===== src/rtl/alu_ctrl_pkg.sv =====
// Shared definitions for the ALU command sequencer.
// Contents:
//   ALU_W      - datapath width of the ALU operands and results
//   state_e    - sequencer states (IDLE/ISSUE/WAIT/RESP)
//   CLS_*      - 2-bit unit class codes taken from ALU_FUN[3:2]
//   fun_class  - extracts the unit class from a 4-bit function code
package alu_ctrl_pkg;

    localparam int unsigned ALU_W = 16;

    typedef enum logic [1:0] {
        ST_IDLE  = 2'b00,
        ST_ISSUE = 2'b01,
        ST_WAIT  = 2'b10,
        ST_RESP  = 2'b11
    } state_e;

    localparam logic [1:0] CLS_ARITH = 2'b00;
    localparam logic [1:0] CLS_LOGIC = 2'b01;
    localparam logic [1:0] CLS_CMP   = 2'b10;
    localparam logic [1:0] CLS_SHIFT = 2'b11;

    function automatic logic [1:0] fun_class(input logic [3:0] fun);
        return fun[3:2];
    endfunction

endpackage


===== src/rtl/alu_cmd_ctrl_if.sv =====
// Command/response handshake bundle between the system control FSM and
// the ALU command sequencer.
//   master : requester side (drives cmd_* and res_ready)
//   slave  : sequencer side (drives cmd_ready and res_*)
interface alu_cmd_ctrl_if;
    import alu_ctrl_pkg::*;

    logic             cmd_valid;
    logic             cmd_ready;
    logic [3:0]       cmd_fun;
    logic [ALU_W-1:0] cmd_a;
    logic [ALU_W-1:0] cmd_b;
    logic             cmd_acc;

    logic             res_valid;
    logic             res_ready;
    logic [ALU_W-1:0] res_data;
    logic             res_carry;
    logic             res_err;

    modport master (
        output cmd_valid, cmd_fun, cmd_a, cmd_b, cmd_acc, res_ready,
        input  cmd_ready, res_valid, res_data, res_carry, res_err
    );

    modport slave (
        input  cmd_valid, cmd_fun, cmd_a, cmd_b, cmd_acc, res_ready,
        output cmd_ready, res_valid, res_data, res_carry, res_err
    );

endinterface


===== src/rtl/alu_result_sel.sv =====
// Combinational selection of the ALU unit output, valid flag and carry for
// the class given by ALU_FUN[3:2].
//   cls            - unit class (arith/logic/cmp/shift)
//   *_out, *_flag  - per-unit output and valid flag from the ALU
//   carry_out      - ALU carry, meaningful only for the arithmetic unit
//   data/flag/carry- selected values; carry is forced to 0 outside arith
module alu_result_sel
    import alu_ctrl_pkg::*;
(
    input  logic [1:0]       cls,
    input  logic [ALU_W-1:0] arith_out,
    input  logic [ALU_W-1:0] logic_out,
    input  logic [ALU_W-1:0] cmp_out,
    input  logic [ALU_W-1:0] shift_out,
    input  logic             carry_out,
    input  logic             arith_flag,
    input  logic             logic_flag,
    input  logic             cmp_flag,
    input  logic             shift_flag,
    output logic [ALU_W-1:0] data,
    output logic             flag,
    output logic             carry
);

    // Unit multiplexer keyed on the function class
    always_comb begin
        data  = {ALU_W{1'b0}};
        flag  = 1'b0;
        carry = 1'b0;
        case (cls)
            CLS_ARITH: begin
                data  = arith_out;
                flag  = arith_flag;
                carry = carry_out;
            end
            CLS_LOGIC: begin
                data = logic_out;
                flag = logic_flag;
            end
            CLS_CMP: begin
                data = cmp_out;
                flag = cmp_flag;
            end
            CLS_SHIFT: begin
                data = shift_out;
                flag = shift_flag;
            end
            default: begin
                data  = {ALU_W{1'b0}};
                flag  = 1'b0;
                carry = 1'b0;
            end
        endcase
    end

endmodule


===== src/rtl/alu_cmd_ctrl.sv =====
// ALU command sequencer. Accepts one command at a time, presents it to the
// clocked ALU, enables the ALU clock for exactly ALU_LAT edges, samples the
// selected unit one cycle later and returns the result over a handshake.
// Ports:
//   CLK, RST (async active-low)
//   bus        - command/response handshake (slave modport)
//   ALU_FUN/A/B, ALU_CLK_EN - drive to the ALU (held between commands)
//   *_OUT, Carry_OUT, *_Flag - ALU unit results
// Parameter ALU_LAT (1..7): enabled ALU edges until outputs are valid.
// Optional feature macro ALU_CTRL_ACC_EN: a result accumulator usable as
// operand A via cmd_acc; without it cmd_acc is ignored.
module alu_cmd_ctrl
    import alu_ctrl_pkg::*;
#(
    parameter int unsigned ALU_LAT = 1
) (
    input  logic             CLK,
    input  logic             RST,
    alu_cmd_ctrl_if.slave    bus,
    output logic [3:0]       ALU_FUN,
    output logic [ALU_W-1:0] A,
    output logic [ALU_W-1:0] B,
    output logic             ALU_CLK_EN,
    input  logic [ALU_W-1:0] Arith_OUT,
    input  logic [ALU_W-1:0] Logic_OUT,
    input  logic [ALU_W-1:0] CMP_OUT,
    input  logic [ALU_W-1:0] Shift_OUT,
    input  logic             Carry_OUT,
    input  logic             Arith_Flag,
    input  logic             Logic_Flag,
    input  logic             CMP_Flag,
    input  logic             Shift_Flag
);

    // Counter is loaded with LAT-1 so ISSUE lasts exactly ALU_LAT cycles.
    localparam logic [2:0] LAT_M1 = 3'(ALU_LAT - 32'd1);

    state_e           state_q, state_d;
    logic [2:0]       cnt_q, cnt_d;
    logic [3:0]       fun_q, fun_d;
    logic [ALU_W-1:0] a_q, a_d, b_q, b_d;
    logic [ALU_W-1:0] data_q, data_d;
    logic             carry_q, carry_d, err_q, err_d;
    logic             cmd_ready_q, cmd_ready_d;
    logic             res_valid_q, res_valid_d;
    logic             clk_en_q, clk_en_d;

    logic [ALU_W-1:0] sel_data_s;
    logic             sel_flag_s, sel_carry_s;
    logic [ALU_W-1:0] opa_s;

`ifdef ALU_CTRL_ACC_EN
    logic [ALU_W-1:0] acc_q, acc_d;

    // Operand A source: accumulator or command operand
    always_comb begin
        if (bus.cmd_acc) begin
            opa_s = acc_q;
        end else begin
            opa_s = bus.cmd_a;
        end
    end
`else
    logic unused_acc_s;
    assign unused_acc_s = bus.cmd_acc;
    assign opa_s        = bus.cmd_a;
`endif

    alu_result_sel u_sel (
        .cls        (fun_class(fun_q)),
        .arith_out  (Arith_OUT),
        .logic_out  (Logic_OUT),
        .cmp_out    (CMP_OUT),
        .shift_out  (Shift_OUT),
        .carry_out  (Carry_OUT),
        .arith_flag (Arith_Flag),
        .logic_flag (Logic_Flag),
        .cmp_flag   (CMP_Flag),
        .shift_flag (Shift_Flag),
        .data       (sel_data_s),
        .flag       (sel_flag_s),
        .carry      (sel_carry_s)
    );

    // Next-state and next-output computation for the sequencer
    always_comb begin
        state_d = state_q;
        cnt_d   = cnt_q;
        fun_d   = fun_q;
        a_d     = a_q;
        b_d     = b_q;
        data_d  = data_q;
        carry_d = carry_q;
        err_d   = err_q;
`ifdef ALU_CTRL_ACC_EN
        acc_d   = acc_q;
`endif
        case (state_q)
            ST_IDLE: begin
                // cmd_ready is registered; it is 0 in the first cycle after reset
                if (bus.cmd_valid && cmd_ready_q) begin
                    fun_d   = bus.cmd_fun;
                    a_d     = opa_s;
                    b_d     = bus.cmd_b;
                    cnt_d   = LAT_M1;
                    state_d = ST_ISSUE;
                end else begin
                    state_d = ST_IDLE;
                end
            end
            ST_ISSUE: begin
                if (cnt_q == 3'd0) begin
                    state_d = ST_WAIT;
                end else begin
                    cnt_d = cnt_q - 3'd1;
                end
            end
            ST_WAIT: begin
                // Data and carry are kept even when the flag reports an error
                data_d  = sel_data_s;
                carry_d = sel_carry_s;
                err_d   = ~sel_flag_s;
                state_d = ST_RESP;
            end
            ST_RESP: begin
                if (bus.res_ready) begin
`ifdef ALU_CTRL_ACC_EN
                    if (!err_q) begin
                        acc_d = data_q;
                    end else begin
                        acc_d = acc_q;
                    end
`endif
                    state_d = ST_IDLE;
                end else begin
                    state_d = ST_RESP;
                end
            end
            default: begin
                state_d = ST_IDLE;
            end
        endcase
        // Outputs are registered from the state being entered
        cmd_ready_d = (state_d == ST_IDLE);
        res_valid_d = (state_d == ST_RESP);
        clk_en_d    = (state_d == ST_ISSUE);
    end

    // Sequencer state and output registers
    always_ff @(posedge CLK or negedge RST) begin
        if (!RST) begin
            state_q     <= ST_IDLE;
            cnt_q       <= 3'd0;
            fun_q       <= 4'd0;
            a_q         <= {ALU_W{1'b0}};
            b_q         <= {ALU_W{1'b0}};
            data_q      <= {ALU_W{1'b0}};
            carry_q     <= 1'b0;
            err_q       <= 1'b0;
            cmd_ready_q <= 1'b0;
            res_valid_q <= 1'b0;
            clk_en_q    <= 1'b0;
`ifdef ALU_CTRL_ACC_EN
            acc_q       <= {ALU_W{1'b0}};
`endif
        end else begin
            state_q     <= state_d;
            cnt_q       <= cnt_d;
            fun_q       <= fun_d;
            a_q         <= a_d;
            b_q         <= b_d;
            data_q      <= data_d;
            carry_q     <= carry_d;
            err_q       <= err_d;
            cmd_ready_q <= cmd_ready_d;
            res_valid_q <= res_valid_d;
            clk_en_q    <= clk_en_d;
`ifdef ALU_CTRL_ACC_EN
            acc_q       <= acc_d;
`endif
        end
    end

    assign ALU_FUN       = fun_q;
    assign A             = a_q;
    assign B             = b_q;
    assign ALU_CLK_EN    = clk_en_q;
    assign bus.cmd_ready = cmd_ready_q;
    assign bus.res_valid = res_valid_q;
    assign bus.res_data  = data_q;
    assign bus.res_carry = carry_q;
    assign bus.res_err   = err_q;

endmodule


===== src/flat_wrapper.sv =====
// flat-port wrapper written by rule: the top's interface ports become plain ports
module alu_cmd_ctrl_flat import alu_ctrl_pkg::*;
#(
    parameter int unsigned ALU_LAT = 1
)
  (CLK, RST, ALU_FUN, A, B, ALU_CLK_EN, Arith_OUT, Logic_OUT, CMP_OUT, Shift_OUT, Carry_OUT, Arith_Flag, Logic_Flag, CMP_Flag, Shift_Flag, bus_cmd_valid, bus_cmd_fun, bus_cmd_a, bus_cmd_b, bus_cmd_acc, bus_res_ready, bus_cmd_ready, bus_res_valid, bus_res_data, bus_res_carry, bus_res_err);
  alu_cmd_ctrl_if bus_i ();
  input  logic CLK;
  input  logic RST;
  output logic [3:0] ALU_FUN;
  output logic [ALU_W-1:0] A;
  output logic [ALU_W-1:0] B;
  output logic ALU_CLK_EN;
  input  logic [ALU_W-1:0] Arith_OUT;
  input  logic [ALU_W-1:0] Logic_OUT;
  input  logic [ALU_W-1:0] CMP_OUT;
  input  logic [ALU_W-1:0] Shift_OUT;
  input  logic Carry_OUT;
  input  logic Arith_Flag;
  input  logic Logic_Flag;
  input  logic CMP_Flag;
  input  logic Shift_Flag;
  input wire logic [$bits(bus_i.cmd_valid)-1:0] bus_cmd_valid;
  input wire logic [$bits(bus_i.cmd_fun)-1:0] bus_cmd_fun;
  input wire logic [$bits(bus_i.cmd_a)-1:0] bus_cmd_a;
  input wire logic [$bits(bus_i.cmd_b)-1:0] bus_cmd_b;
  input wire logic [$bits(bus_i.cmd_acc)-1:0] bus_cmd_acc;
  input wire logic [$bits(bus_i.res_ready)-1:0] bus_res_ready;
  output wire logic [$bits(bus_i.cmd_ready)-1:0] bus_cmd_ready;
  output wire logic [$bits(bus_i.res_valid)-1:0] bus_res_valid;
  output wire logic [$bits(bus_i.res_data)-1:0] bus_res_data;
  output wire logic [$bits(bus_i.res_carry)-1:0] bus_res_carry;
  output wire logic [$bits(bus_i.res_err)-1:0] bus_res_err;
  assign bus_i.cmd_valid = bus_cmd_valid;
  assign bus_i.cmd_fun = bus_cmd_fun;
  assign bus_i.cmd_a = bus_cmd_a;
  assign bus_i.cmd_b = bus_cmd_b;
  assign bus_i.cmd_acc = bus_cmd_acc;
  assign bus_i.res_ready = bus_res_ready;
  assign bus_cmd_ready = bus_i.cmd_ready;
  assign bus_res_valid = bus_i.res_valid;
  assign bus_res_data = bus_i.res_data;
  assign bus_res_carry = bus_i.res_carry;
  assign bus_res_err = bus_i.res_err;
  alu_cmd_ctrl #(.ALU_LAT(ALU_LAT)) u_core (.CLK(CLK), .RST(RST), .bus(bus_i), .ALU_FUN(ALU_FUN), .A(A), .B(B), .ALU_CLK_EN(ALU_CLK_EN), .Arith_OUT(Arith_OUT), .Logic_OUT(Logic_OUT), .CMP_OUT(CMP_OUT), .Shift_OUT(Shift_OUT), .Carry_OUT(Carry_OUT), .Arith_Flag(Arith_Flag), .Logic_Flag(Logic_Flag), .CMP_Flag(CMP_Flag), .Shift_Flag(Shift_Flag));
endmodule

===== config.mk =====
export PLATFORM = sky130hd
export DESIGN_NAME = alu_cmd_ctrl_flat
export DESIGN_NICKNAME = d
export VERILOG_FILES = /design/src/rtl/alu_ctrl_pkg.sv /design/src/rtl/alu_cmd_ctrl_if.sv /design/src/rtl/alu_result_sel.sv /design/src/rtl/alu_cmd_ctrl.sv /design/src/flat_wrapper.sv
export SDC_FILE = /design/constraint.sdc
export NUM_CORES = 1
export LEC_CHECK = 0
export CAP_MARGIN = 25
export CORE_MARGIN = 3
export CORE_UTILIZATION = 51
export CTS_CLUSTER_DIAMETER = 120
export CTS_CLUSTER_SIZE = 24
export DETAILED_ROUTE_END_ITERATION = 12
export DONT_BUFFER_PORTS = 1
export PLACE_DENSITY = 0.75
export SLEW_MARGIN = 20
export SYNTH_ARGS = -nofsm -noshare
export SYNTH_HDL_FRONTEND = slang
export SYNTH_HIERARCHICAL = 1
export SYNTH_SLANG_ARGS = --single-unit

===== constraint.sdc =====
create_clock -name CLK -period 2.93 [get_ports CLK]
set_clock_uncertainty 0.05 [all_clocks]
set_input_delay 0.586 -clock CLK [delete_from_list [all_inputs] [get_ports CLK]]
set_output_delay 0.586 -clock CLK [all_outputs]
set_load 0.05 [all_outputs]

* Yosys cells after proc, flatten, opt, wreduce, memory -nomap -nowiden
Index checks and enable logic that the tools add are counted. Widths: inputs -> output; s select.
Word-level totals: bits in latches 0, logic and storage cells 41, memories kept 0, bits in read-only memories 0, register bits after elaboration 62, RAM bits 0
Operators by class: reduce and logical (&&, ||, !) cells 8, order comparisons 0, $add $sub $neg 1, muxes and demuxes 10, multiply operators 0, eq/ne operators 10, shift-type cells 0, bitwise gates (word level) 1, div/mod/pow operators 0
Operators by type and width (count):
- $pmux 16 s4 | 1
- $eq 2x2->1 const B | 5
- $pmux 2 s4 | 1
- $eq 2x1->1 const B | 3
- $logic_not 2->1 | 3
- $mux 3 | 2
- $pmux 3 s2 | 1
- $mux 2 | 2
- $pmux 1 s4 | 1
- $logic_not 3->1 | 1
- $reduce_and 3->1 | 1
- $sub 3x1->3 const B | 1
- $mux 1 | 2
- $ne 2x1->1 const B | 1
- $ne 2x2->1 const B | 1
- $reduce_and 2->1 | 1
- $reduce_bool 2->1 | 1
- $logic_and 1x1->1 | 1
- $not 1->1 | 1

* Depth between registers and ports, before layout
depth in word-level cells 4, depth in mapped cells 5, mapped depth without buffers 5

* Modules after synthesis
The synthesis kept the hierarchy.
By module, submodules not included:
- alu_cmd_ctrl | sequential area each 1551.5 um^2, area an instance 2566.2 um^2, cells each 147, times used 1
- alu_result_sel | sequential area each 0.0 um^2, area an instance 461.7 um^2, cells each 22, times used 1

* Least setup slack after synthesis
OpenSTA, ideal clock, no wires.
path type reg-to-reg, start point register u_core.fun_q[2], in the netlist u_core/ALU_FUN[2], end point register u_core.data_q[7], in the netlist u_core/bus.res_data[7], arrival time 1762 ps, setup time 127 ps, period minus slack after synthesis 1940 ps, cell stages (with the launch flop) 5, setup slack 990 ps, required time 2753 ps, cell sequence dfrtp_1 buf_6 buf_12 mux4_2 mux2_1
Between the ends: word-level cells in the longest chain between the ends 2, elaborated cells between the ends (all ways) 5, those cells by class eq/ne (3); mux (1); reduce/logical (1)
RTL lines:
- start: declaration | RTL line alu_cmd_ctrl.sv:40 | logic [3:0] fun_q, fun_d;
- start signal: assignment | RTL line alu_cmd_ctrl.sv:169 | fun_q <= fun_d;
- $eq 2x2->1 (tied with other cells) | RTL line alu_result_sel.sv:30 | case (cls)
- $pmux 16 s4 * | RTL line alu_result_sel.sv:30
- net u_core.sel_data_s[7] | RTL line alu_cmd_ctrl.sv:48 | logic [ALU_W-1:0] sel_data_s;
- end signal: assignment | RTL line alu_cmd_ctrl.sv:157 | data_q <= {ALU_W{1'b0}};
- end signal: assignment | RTL line alu_cmd_ctrl.sv:172 | data_q <= data_d;
- end: declaration | RTL line alu_cmd_ctrl.sv:42 | logic [ALU_W-1:0] data_q, data_d;
The timed path passes the listed nets; every way through them passes the cells marked *. A chain may end at the register's enable or synchronous reset.

* Final worst setup path
start point register u_core.fun_q[3], in the netlist u_core/ALU_FUN[3], end point output port ALU_FUN[3]
RTL lines:
- end: declaration | RTL line flat_wrapper.sv:10 | output logic [3:0] ALU_FUN;
No word-level cell between the ends.

==> flow_summary.yaml <==
setup_path:
  crit_family: "flip-flops"
  cp_slowest_stage_delay_ps: 830
  end_kind: "output port"
  crit_cells: 1
  cp_max_fo: 20
  critPathSlowestCell: "dfrtp_1"
  crit_chain: "buf_4"
  worstPathArrival_ps: 1480
  worstPathRequired_ps: 2290
  cp-startpoint: "u_core/ALU_FUN[3]"
  rr_worst_depth: 2
  path_buf_inv: 1
  worstSetupPathType: "flop to output port"
  worst-r2r-setup-slack_ps: 870
  reg2reg_from: "u_core/bus.cmd_ready"
  cp-start-kind: "flop"
synthesis:
  syn_area_per_cell_um2: 17.92
  netlist_instances: 169
  yosys_warnings: 6
  synth_top_cell_by_area: "dfrtp_1"
  synth_top_area_share_pct: 51.24
  synthDistinctLibCells: 29
  synth_edf_count: 0
  ys_seq_area_share_pct: 51.24
  synth_area_mm2: 0.003028
  synth-seq-cells: 62
  synth_ff_type: "dfrtp_1"
  syn_nets: 281
  synth_async_sr_flop_share_pct: 100.0
  synthTopCellsByArea: "dfrtp_1 51%, mux2_4 18%, mux4_1 6.9%"
pwr:
  cellPowerDensity_mw_per_mm2: 1534
  leakage_nw: 1.409
  ir_worst_vdd_mv: 0.7458
routing:
  drt-initial-drc-count: 48
  wl_per_cell_um: 26.19
  drcViolationCount: 0
  detail-route-antenna-nets: 0
  vias: 1515
  vias_per_cell: 6.084
  firstDrtPassIters: 4
  wl_um: 6521
floorplan:
  dieArea_mm2: 0.006897
  floorplan.initialDensity_pct: 53.67
  core_mm2: 0.005642
  die_x_um: 83.05
  rows: 27
  die_h_um: 83.05
  ioPinCount: 167
flow_run:
  max_cap_viol_count: 0
sta:
  fin_ws_ps: 813.4
  grt_setup_unrepaired: "no"
  setup_viol: 0
  period_share_pct: 72.24
  slew_viol_final: 0
  hold_violations: 0
  fin_tns_setup_ps: 0
  max_freq_ghz: 0.4724
  slew_headroom_pct: 37.10
  min_period_ps: 2117
  worstMarginPinSlew_ps: 939.2
global_route:
  gr-usage-all-layers_pct: 19.54
  grt_pass1_wl_um: 10390
  grt_max_degree: 63
  first_global_vias: 1667
  antenna_found_initial: 0
  grt_overflow: 0
layout:
  area_growth_pct: 6.322
  most-common-layout-cells: "62 x dfrtp_1, 36 x mux2_4, 13 x mux2_2"
  fin_nets: 284
  layout-drive-gt1-share_pct: 46.33
  final_common_cell: "dfrtp_1"
  diodes: 0
cts:
  path_clk_slew_ps: 60
  cts_made_buffers: 9
  cts_tree: "yes"
  clock_latency_ps: 330
  cts_num_sinks: 62
  max-clock-path-buffers: 2
  htreeDepth: 3
  root_buffer: "clkbuf_8"
place:
  port_buffers: 0
  pre_cts_slack_ps: 890.4
  dpl.hpwl_um: 4961
  gp_congestion: 0.8146
run_status:
  status: "complete, no violations"
hold_path:
  hold_path.class: "input port to asynchronous set/reset pin"
## timing repair
action / 4_1_cts / 5_1_grt
endpoints found under the hold margin: 62 / 0
gates resized for setup: 0 / 0
setup buffers: 0 / 0
hold buffers: 1 / 0
## final timing paths
path                                           endpoint
worst max-delay path                         ALU_FUN[3]
worst min-delay path            u_core/bus.res_data[15]
worst max register to register             u_core/A[15]
worst min register to register          u_core/cnt_q[1]
max in group asynchronous                   u_core/A[1]
min in group CLK                            u_core/A[3]
## logic make-up after synthesis
| logic type | after synthesis | share of synthesized area [%] |
|---|---|---|
| multiplexers | 71 | 38.14 |
| buffers and inverters | 15 | 5.248 |
| AND/OR/NAND/NOR | 12 | 2.397 |
| adder cells (fa/ha/maj) | 2 | 0.8263 |
| flip-flops | 62 | 51.24 |
| AO/OA/AOI/OAI | 7 | 2.149 |
## per-layer routing
metal  vias up  wire (um)  global-route usage (%)
met5         -          0                       0
li1        638          -                       -
met3        11        611                   9.722
met4         0         77                   5.646
met1       775       2211                   22.14
met2        91       3620                   32.58
## power by group
part | internal, mW | leakage, nW | switching (mW)
Sequential | 1.24 | 0.748 | 1.71
Clock | 0.435 | 0.106 | 0.306
Combinational | 0.807 | 0.555 | 0.440
Total | 2.49 | 1.41 | 2.45
## synth_stat cells, types with 4 or more instances
cell type	count
mux2_1	4
dfrtp_1	62
mux2_4	36
mux4_2	9
buf_12	5
mux4_1	8
inv_1	4
mux2_2	13
## cell type report
type	instances	area, um^2
fillers	431	2422
flip-flops and latches	62	1551
multi-input cells	92	1320
clock buffers	12	155.1
well taps	72	90.09
clock inverters	4	45.04
repair buffers	3	42.54
inverters	4	15.01
## flip-flops by register name, indices dropped and copies added, names as in the netlist
signal / cells
u_core/A: 16
u_core/ALU_CLK_EN: 1
u_core/ALU_FUN: 4
u_core/B: 16
u_core/bus.cmd_ready: 1
u_core/bus.res_carry: 1
u_core/bus.res_data: 16
u_core/bus.res_err: 1
u_core/bus.res_valid: 1
u_core/cnt_q: 3
u_core/state_q: 2
## per-stage QoR
stage	util, %	std cells	hold slack (ps)	area [um^2]	total power [mW]
floorplan	-	169	240.4	3028	4.047
global placement	53.03	232	241.8	2992	4.132
detailed placement	53.03	232	242.0	2992	4.216
CTS	57.06	249	72.95	3219	4.993
global route	57.06	249	74.58	3219	5.164
finish	57.06	249	81.56	3219	4.938
(Power assumes the default switching activity.)
